**src/rtl/dataload_pkg.sv**
```systemverilog
// Shared types and sizing for the dataload/dataunload pair.
package dataload_pkg;

    localparam int unsigned WORD_WIDTH = 32;
    localparam int unsigned NUM_WORDS  = 8;

    typedef enum logic {
        IDLE = 1'b0,
        SEND = 1'b1
    } unload_state_t;

    typedef logic [WORD_WIDTH*NUM_WORDS-1:0] result_vec_t;

endpackage

```
**src/rtl/dataunload.sv**
```systemverilog
// Result serializer: captures a parallel result vector and streams it out one word per handshake.
// Optional macro DATAUNLOAD_MSW_FIRST_EN reverses word order (most-significant word first).
module dataunload #(
    parameter int unsigned WORD_WIDTH = dataload_pkg::WORD_WIDTH,
    parameter int unsigned NUM_WORDS  = dataload_pkg::NUM_WORDS
) (
    input  logic                           clk,
    input  logic                           rst_n,
    input  logic [WORD_WIDTH*NUM_WORDS-1:0] result_i,
    input  logic                           result_valid_i,
    output logic                           result_ready_o,
    output logic [WORD_WIDTH-1:0]          data_o,
    output logic                           data_valid_o,
    input  logic                           data_ready_i,
    output logic                           unload_done_o
);

    import dataload_pkg::unload_state_t;
    import dataload_pkg::IDLE;
    import dataload_pkg::SEND;

    localparam int unsigned VEC_W = WORD_WIDTH * NUM_WORDS;
    localparam int unsigned CNT_W = (NUM_WORDS > 1) ? $clog2(NUM_WORDS) : 1;
    localparam logic [CNT_W-1:0] LAST_CNT = CNT_W'(NUM_WORDS - 1);

    unload_state_t           state_q, state_d;
    logic [CNT_W-1:0]        cnt_q, cnt_d;
    logic [VEC_W-1:0]        cap_q, cap_d;
    logic [WORD_WIDTH-1:0]   data_q, data_d;
    logic                    valid_q, valid_d;
    logic                    done_q, done_d;
    logic                    last_word;

    // Maps a send position to the word it carries.
    function automatic logic [WORD_WIDTH-1:0] sel_word(input logic [VEC_W-1:0] vec,
                                                        input logic [CNT_W-1:0] pos);
        int unsigned idx;
`ifdef DATAUNLOAD_MSW_FIRST_EN
        idx = NUM_WORDS - 1 - 32'(pos);
`else
        idx = 32'(pos);
`endif
        return vec[idx*WORD_WIDTH +: WORD_WIDTH];
    endfunction

    assign last_word      = (cnt_q == LAST_CNT);
    // Opens on the last-word handshake so the next vector follows with no bubble.
    assign result_ready_o = (state_q == IDLE) ||
                            ((state_q == SEND) && last_word && data_ready_i);

    always_comb begin
        state_d = state_q;
        cnt_d   = cnt_q;
        cap_d   = cap_q;
        done_d  = 1'b0;
        case (state_q)
            IDLE: begin
                if (result_valid_i) begin
                    cap_d   = result_i;
                    cnt_d   = '0;
                    state_d = SEND;
                end
            end
            SEND: begin
                if (data_ready_i) begin
                    if (!last_word) begin
                        cnt_d = cnt_q + 1'b1;
                    end else begin
                        done_d = 1'b1;
                        if (result_valid_i) begin
                            cap_d = result_i;
                            cnt_d = '0;
                        end else begin
                            state_d = IDLE;
                        end
                    end
                end
            end
            default: state_d = IDLE;
        endcase
        valid_d = (state_d == SEND);
        data_d  = valid_d ? sel_word(cap_d, cnt_d) : '0;
    end

    always_ff @(posedge clk or negedge rst_n) begin
        if (!rst_n) begin
            state_q <= IDLE;
            cnt_q   <= '0;
            cap_q   <= '0;
            data_q  <= '0;
            valid_q <= 1'b0;
            done_q  <= 1'b0;
        end else begin
            state_q <= state_d;
            cnt_q   <= cnt_d;
            cap_q   <= cap_d;
            data_q  <= data_d;
            valid_q <= valid_d;
            done_q  <= done_d;
        end
    end

    assign data_o        = data_q;
    assign data_valid_o  = valid_q;
    assign unload_done_o = done_q;

endmodule

```
**config.mk**
```make
export PLATFORM = sky130hd
export DESIGN_NAME = dataunload
export DESIGN_NICKNAME = d
export VERILOG_FILES = /design/src/rtl/dataload_pkg.sv /design/src/rtl/dataunload.sv
export SDC_FILE = /design/constraint.sdc
export NUM_CORES = 1
export LEC_CHECK = 0
export CAP_MARGIN = 20
export CORE_MARGIN = 1.5
export CORE_UTILIZATION = 57
export CTS_BUF_LIST = sky130_fd_sc_hd__clkbuf_2 sky130_fd_sc_hd__clkbuf_4 sky130_fd_sc_hd__clkbuf_8
export DETAILED_ROUTE_END_ITERATION = 8
export HOLD_SLACK_MARGIN = 0.02
export PLACE_DENSITY = 0.89
export SYNTH_ARGS = -nofsm -noshare
export SYNTH_HDL_FRONTEND = slang
export SYNTH_SLANG_ARGS = --single-unit
```
**constraint.sdc**
```tcl
create_clock -name clk -period 6.65 [get_ports clk]
set_clock_uncertainty 0.15 [all_clocks]
set_input_delay 0.665 -clock clk [delete_from_list [all_inputs] [get_ports clk]]
set_output_delay 0.665 -clock clk [all_outputs]
set_load 0.05 [all_outputs]
```
After elaboration in Yosys (flattened, before gate mapping)

Index checks and enable logic that the tools add are counted.

Register bits after elaboration: 293
Bits of input ports: 260
Output and inout bits: 35
Word-level logic and storage cells: 28

Add/sub/neg operators: 1
Equality and inequality tests: 1
Shift-type cells: 1
Multiplexer cells: 16
Bitwise gates (word level): 1
Reduce and logical (&&, ||, !) cells: 3

Operators by type and width:

| kind                | count |
|---|---|
| $mux 256            | 3 |
| $pmux 256 s2        | 1 |
| $shiftx 256x9->32   | 1 |
| $mux 32             | 1 |
| $mux 3              | 3 |
| $mux 1              | 6 |
| $pmux 3 s2          | 1 |
| $add 3x1->3 const B | 1 |
| $eq 3x3->1 const B  | 1 |
| $logic_and 1x1->1   | 2 |
| $pmux 1 s2          | 1 |
| $logic_or 1x1->1    | 1 |
| $not 1->1           | 1 |

Depth between registers and ports, before layout

Word-level depth: 6
Mapped depth: 12
Mapped depth without buffers: 9

Least setup slack after synthesis

OpenSTA, ideal clock, no wires.

Path type: register -> register
From: register cnt_q[0]
To: register data_q[10] (netlist: data_o[10])
Library setup time: 0.120 ns
Arrival time: 2.326 ns
Data required time: 6.380 ns
Setup slack: 4.054 ns
Cell stages (with the launch flop): 11
Cells stage by stage: dfrtp_1 ha_1 ha_1 nand2b_1 a31oi_2 nand2_1 or2_1 clkbuf_1 buf_2 o31a_1 and4_1

Word-level cells in the longest chain between the ends: 6
Elaborated cells between the ends (all ways): 14
Those cells by class: add/sub (1); eq/ne (1); shift (1); mux (11)

RTL lines:

| item                                       | RTL line         | RTL |
|---|---|---|
| start, declared                            | dataunload.sv:27 | `logic [CNT_W-1:0] cnt_q, cnt_d;` |
| start signal, assigned                     | dataunload.sv:95 | `cnt_q <= cnt_d;` |
| $add 3x1->3, or another cell as far along  | dataunload.sv:67 | `cnt_d = cnt_q + 1'b1;` |
| $mux 3 or $mux 256 (tied branches)         | dataunload.sv:66 | `if (!last_word) begin` |
| $mux 3 or $mux 256 (tied branches)         | dataunload.sv:65 | `if (data_ready_i) begin` |
| $pmux 3 s2 or $pmux 256 s2 (tied branches) | dataunload.sv:56 | `case (state_q)` |
| $shiftx 256x9->32                          | dataunload.sv:43 | `return vec[idx*WORD_WIDTH +: WORD_WIDTH];` |
| $mux 32 *                                  | dataunload.sv:82 | `data_d = valid_d ? sel_word(cap_d, cnt_d) : '0;` |
| named net data_d[10]                       | dataunload.sv:29 | `logic [WORD_WIDTH-1:0] data_q, data_d;` |
| end signal, assigned                       | dataunload.sv:97 | `data_q <= data_d;` |
| end, declared                              | dataunload.sv:29 |  |

Mark *: on every way through the listed nets, which the timed path passes. The rest lies on a longest branch.

Final worst setup path

From: register cnt_q[0]
To: register data_q[31] (netlist: data_o[31])

The elaborated chain is that of the path after synthesis.

==> flow_metrics.env <==
export IMPL_postCtsSetupBuffers=0
export IMPL_maxCapViolations=0
export IMPL_drt_vias_per_instance=5.724
export IMPL_syn_inst=1513
export IMPL_worst_r2r_endpoint="data_o[31]"
export IMPL_r2r_cells=10
export IMPL_htreeDepth=2
export IMPL_avgSynthCellArea_um2=8.882
export IMPL_setup_violations=0
export IMPL_p_leak_nw=8.544
export IMPL_synthesis_area_mm2=0.01344
export IMPL_p_int_mw=4.746
export IMPL_r2r_start="cnt_q[0]"
export IMPL_synth_cell_types=40
export IMPL_fin_crit_sh=0.5907
export IMPL_syn_to_final_growth_pct=30.09
export IMPL_synth_top_area_share=0.5456
export IMPL_cts_buffers=48
export IMPL_crit_path_start="cnt_q[0]"
export IMPL_pin_count=295
export IMPL_synth_flop_cell="dfrtp_1"
export IMPL_die_h_um=156.5
export IMPL_drt_wl_total_mm=41.03
export IMPL_finalHoldViolations=0
export IMPL_routabilityCongestion=0.8624
export IMPL_path_class="reg -> reg"
export IMPL_ant_nets=0
export IMPL_clk_latency_ns=0.58
export IMPL_drt_iter0_markers=1322
export IMPL_vias=12150
export IMPL_setup_tns_ns=0
export IMPL_drive_above_1_share=0.06271
export IMPL_p_sw_mw=3.108
export IMPL_dieWidth_um=156.5
export IMPL_ys_async_sr_fraction=1.000
export IMPL_wl_per_cell_um=19.33
export IMPL_ys_warnings_count=0
export IMPL_r2r_setup_slack_ns=2.72
export IMPL_clock_power_share=0.206
export IMPL_arrival_ns=4.24
export IMPL_die_area_mm2=0.02450
export IMPL_sw_frac_of_total=0.3957
export IMPL_p_comb_frac=0.415
export IMPL_critPathLaunchType="register"
export IMPL_final_max_slew_viol_count=0
export IMPL_synth_common_cells="nand2_1 (782), dfrtp_1 (293), mux2i_1 (58), clkbuf_1 (48), nand3_1 (45)"
export IMPL_min_period_ns=3.928
export IMPL_grt_usage=0.3389
export IMPL_core_area_mm2=0.02333
export IMPL_path_clk_slew_ns=0.06
export IMPL_end_kind="register"
export IMPL_cts_resized=0
export IMPL_start_util=0.5759
export IMPL_rows=56
export IMPL_synth_seq_area_share=0.5456
export IMPL_synth_edf_count=0
export IMPL_cp_max_fo=62
export IMPL_min_path_type="in -> async"
export IMPL_grt_pass1_vias=12030
export IMPL_dp_cells=2038
export IMPL_seq_power_share=0.378
export IMPL_syn_num_nets=1776
export IMPL_grt_max_degree=155
export IMPL_antenna_found_initial=4
export IMPL_clockBufferDepth=3
export IMPL_cts_root_buf="clkbuf_8"
export IMPL_overflow=0
export IMPL_final_cells=2123
export IMPL_drc=0
export IMPL_dr_pass1_iters=5
export IMPL_rsz0062_at_grt="false"
export IMPL_clock_sinks=293
export IMPL_status="complete, no violations"
export IMPL_synth_area_leaders="dfrtp_1 (55%), nand2_1 (22%), mux2i_1 (4.3%)"
export IMPL_slew_headroom=0.2441
export IMPL_grt_pass1_wl_mm=63.62
export IMPL_fmax_mhz=254.6
export IMPL_ir_drop_mv=0.2878
export IMPL_worstPathRequired_ns=6.96
export IMPL_nNetsFinal=2032
export IMPL_synth_top_area_cell="dfrtp_1"
export IMPL_synth_most_common_cell="nand2_1"
export IMPL_hpwl_mm=27.15
export IMPL_tritoncts="done"
export IMPL_power_density_mw_per_mm2=449.2
export IMPL_holdBufCountCts=0
export IMPL_ys_seq_elements=293
export IMPL_port_buffers=294
export IMPL_worst_slew_pin_transition_ns=1.134
## stage by stage
step | util | hold WS [ns] | cell area, um2 | setup WS [ns] | power [mW]
CTS | 0.7490 | 0.1308 | 17480 | 2.772 | 7.838
floorplan | - | 0.2194 | 13440 | 4.054 | 5.143
detailed placement | 0.7062 | 0.2978 | 16480 | 2.489 | 6.181
finish | 0.7492 | 0.06341 | 17480 | 2.722 | 7.853
global placement | 0.7050 | 0.2869 | 16450 | 2.603 | 6.014
global route | 0.7491 | 0.1537 | 17480 | 2.480 | 8.299
## flip-flops by register name (all words and copies together) (netlist names)
signal         count
cnt_q              3
unload_done_o      1
cap_q            256
data_valid_o       1
data_o            32
## worst max path at each step
stage	to	slack, ns	cells past startpoint
after floorplan	data_o[10]	4.05	10
after global placement	data_o[7]	2.60	10
after detailed placement	data_o[5]	2.49	10
after CTS	data_o[31]	2.77	10
after global routing	data_o[31]	2.48	11
final	data_o[31]	2.72	10
## layout make-up
type,count,area (um2)
diodes,2,5.005
clock buffers,72,928.4
clock inverters,11,71.32
fillers,1589,5851
inverters,5,21.27
multi-input cells,1114,5634
flip-flops and latches,293,7332
well taps,319,399.1
repair buffers,307,3090
## per-layer routing
| metal | vias to the layer above | part of all wire | GRT usage | wire, um |
|---|---|---|---|---|
| li1 | 5520 | - | - | - |
| met1 | 5843 | 0.41 | 0.4680 | 17020 |
| met2 | 667 | 0.45 | 0.5266 | 18580 |
| met3 | 119 | 0.091 | 0.06176 | 3739 |
| met4 | 4 | 0.040 | 0.1515 | 1661 |
| met5 | - | 0.00076 | 0 | 31 |
## cell families after synthesis
logic type / Yosys count / share of synthesized area
buf+inv: 106 / 0.03640
mux: 77 / 0.05913
fa+ha+maj: 3 / 0.002794
simple gates: 926 / 0.2848
compound gates: 108 / 0.07123
flops: 293 / 0.5456
## critical path, cell delays in order, from the launching register on
cell and delay, ns:
dfrtp_1 0.43, ha_1 0.25, ha_1 0.23, nor3_1 0.35, a21oi_4 0.05, buf_4 0.36, inv_4 0.57, buf_4 0.62
mux2i_1 0.27, nor3b_1 0.09, nor4_1 0.37
## power groups by stage
stage / logic [mW] / clock network (mW) / registers (mW)
after floorplan: 1.92 / 0 / 3.22
after global placement: 3.06 / 0 / 2.95
after detailed placement: 3.20 / 0 / 2.98
after CTS: 3.24 / 1.63 / 2.97
after global routing: 3.54 / 1.71 / 3.04
final: 3.26 / 1.62 / 2.97
## placed cells by master (no fill, tap or decap), types with 3 or more instances in the layout
master and instances:
o2111a_1 26, clkbuf_8 62, and2_1 28, o31a_1 6, o21ai_0 14, nand3_1 45, mux2_1 11, mux2_2 8
o32ai_1 14, clkdlybuf4s50_1 293, and4_1 6, mux2i_1 58, ha_1 3, nand2_1 782, a32oi_1 6, a211oi_1 13
inv_1 4, buf_4 10, clkbuf_4 10, o221ai_1 12, dfrtp_1 293, clkinv_2 7, o2111ai_1 12, nor4_1 26
nor3b_1 25
(Power assumes the default switching activity.)
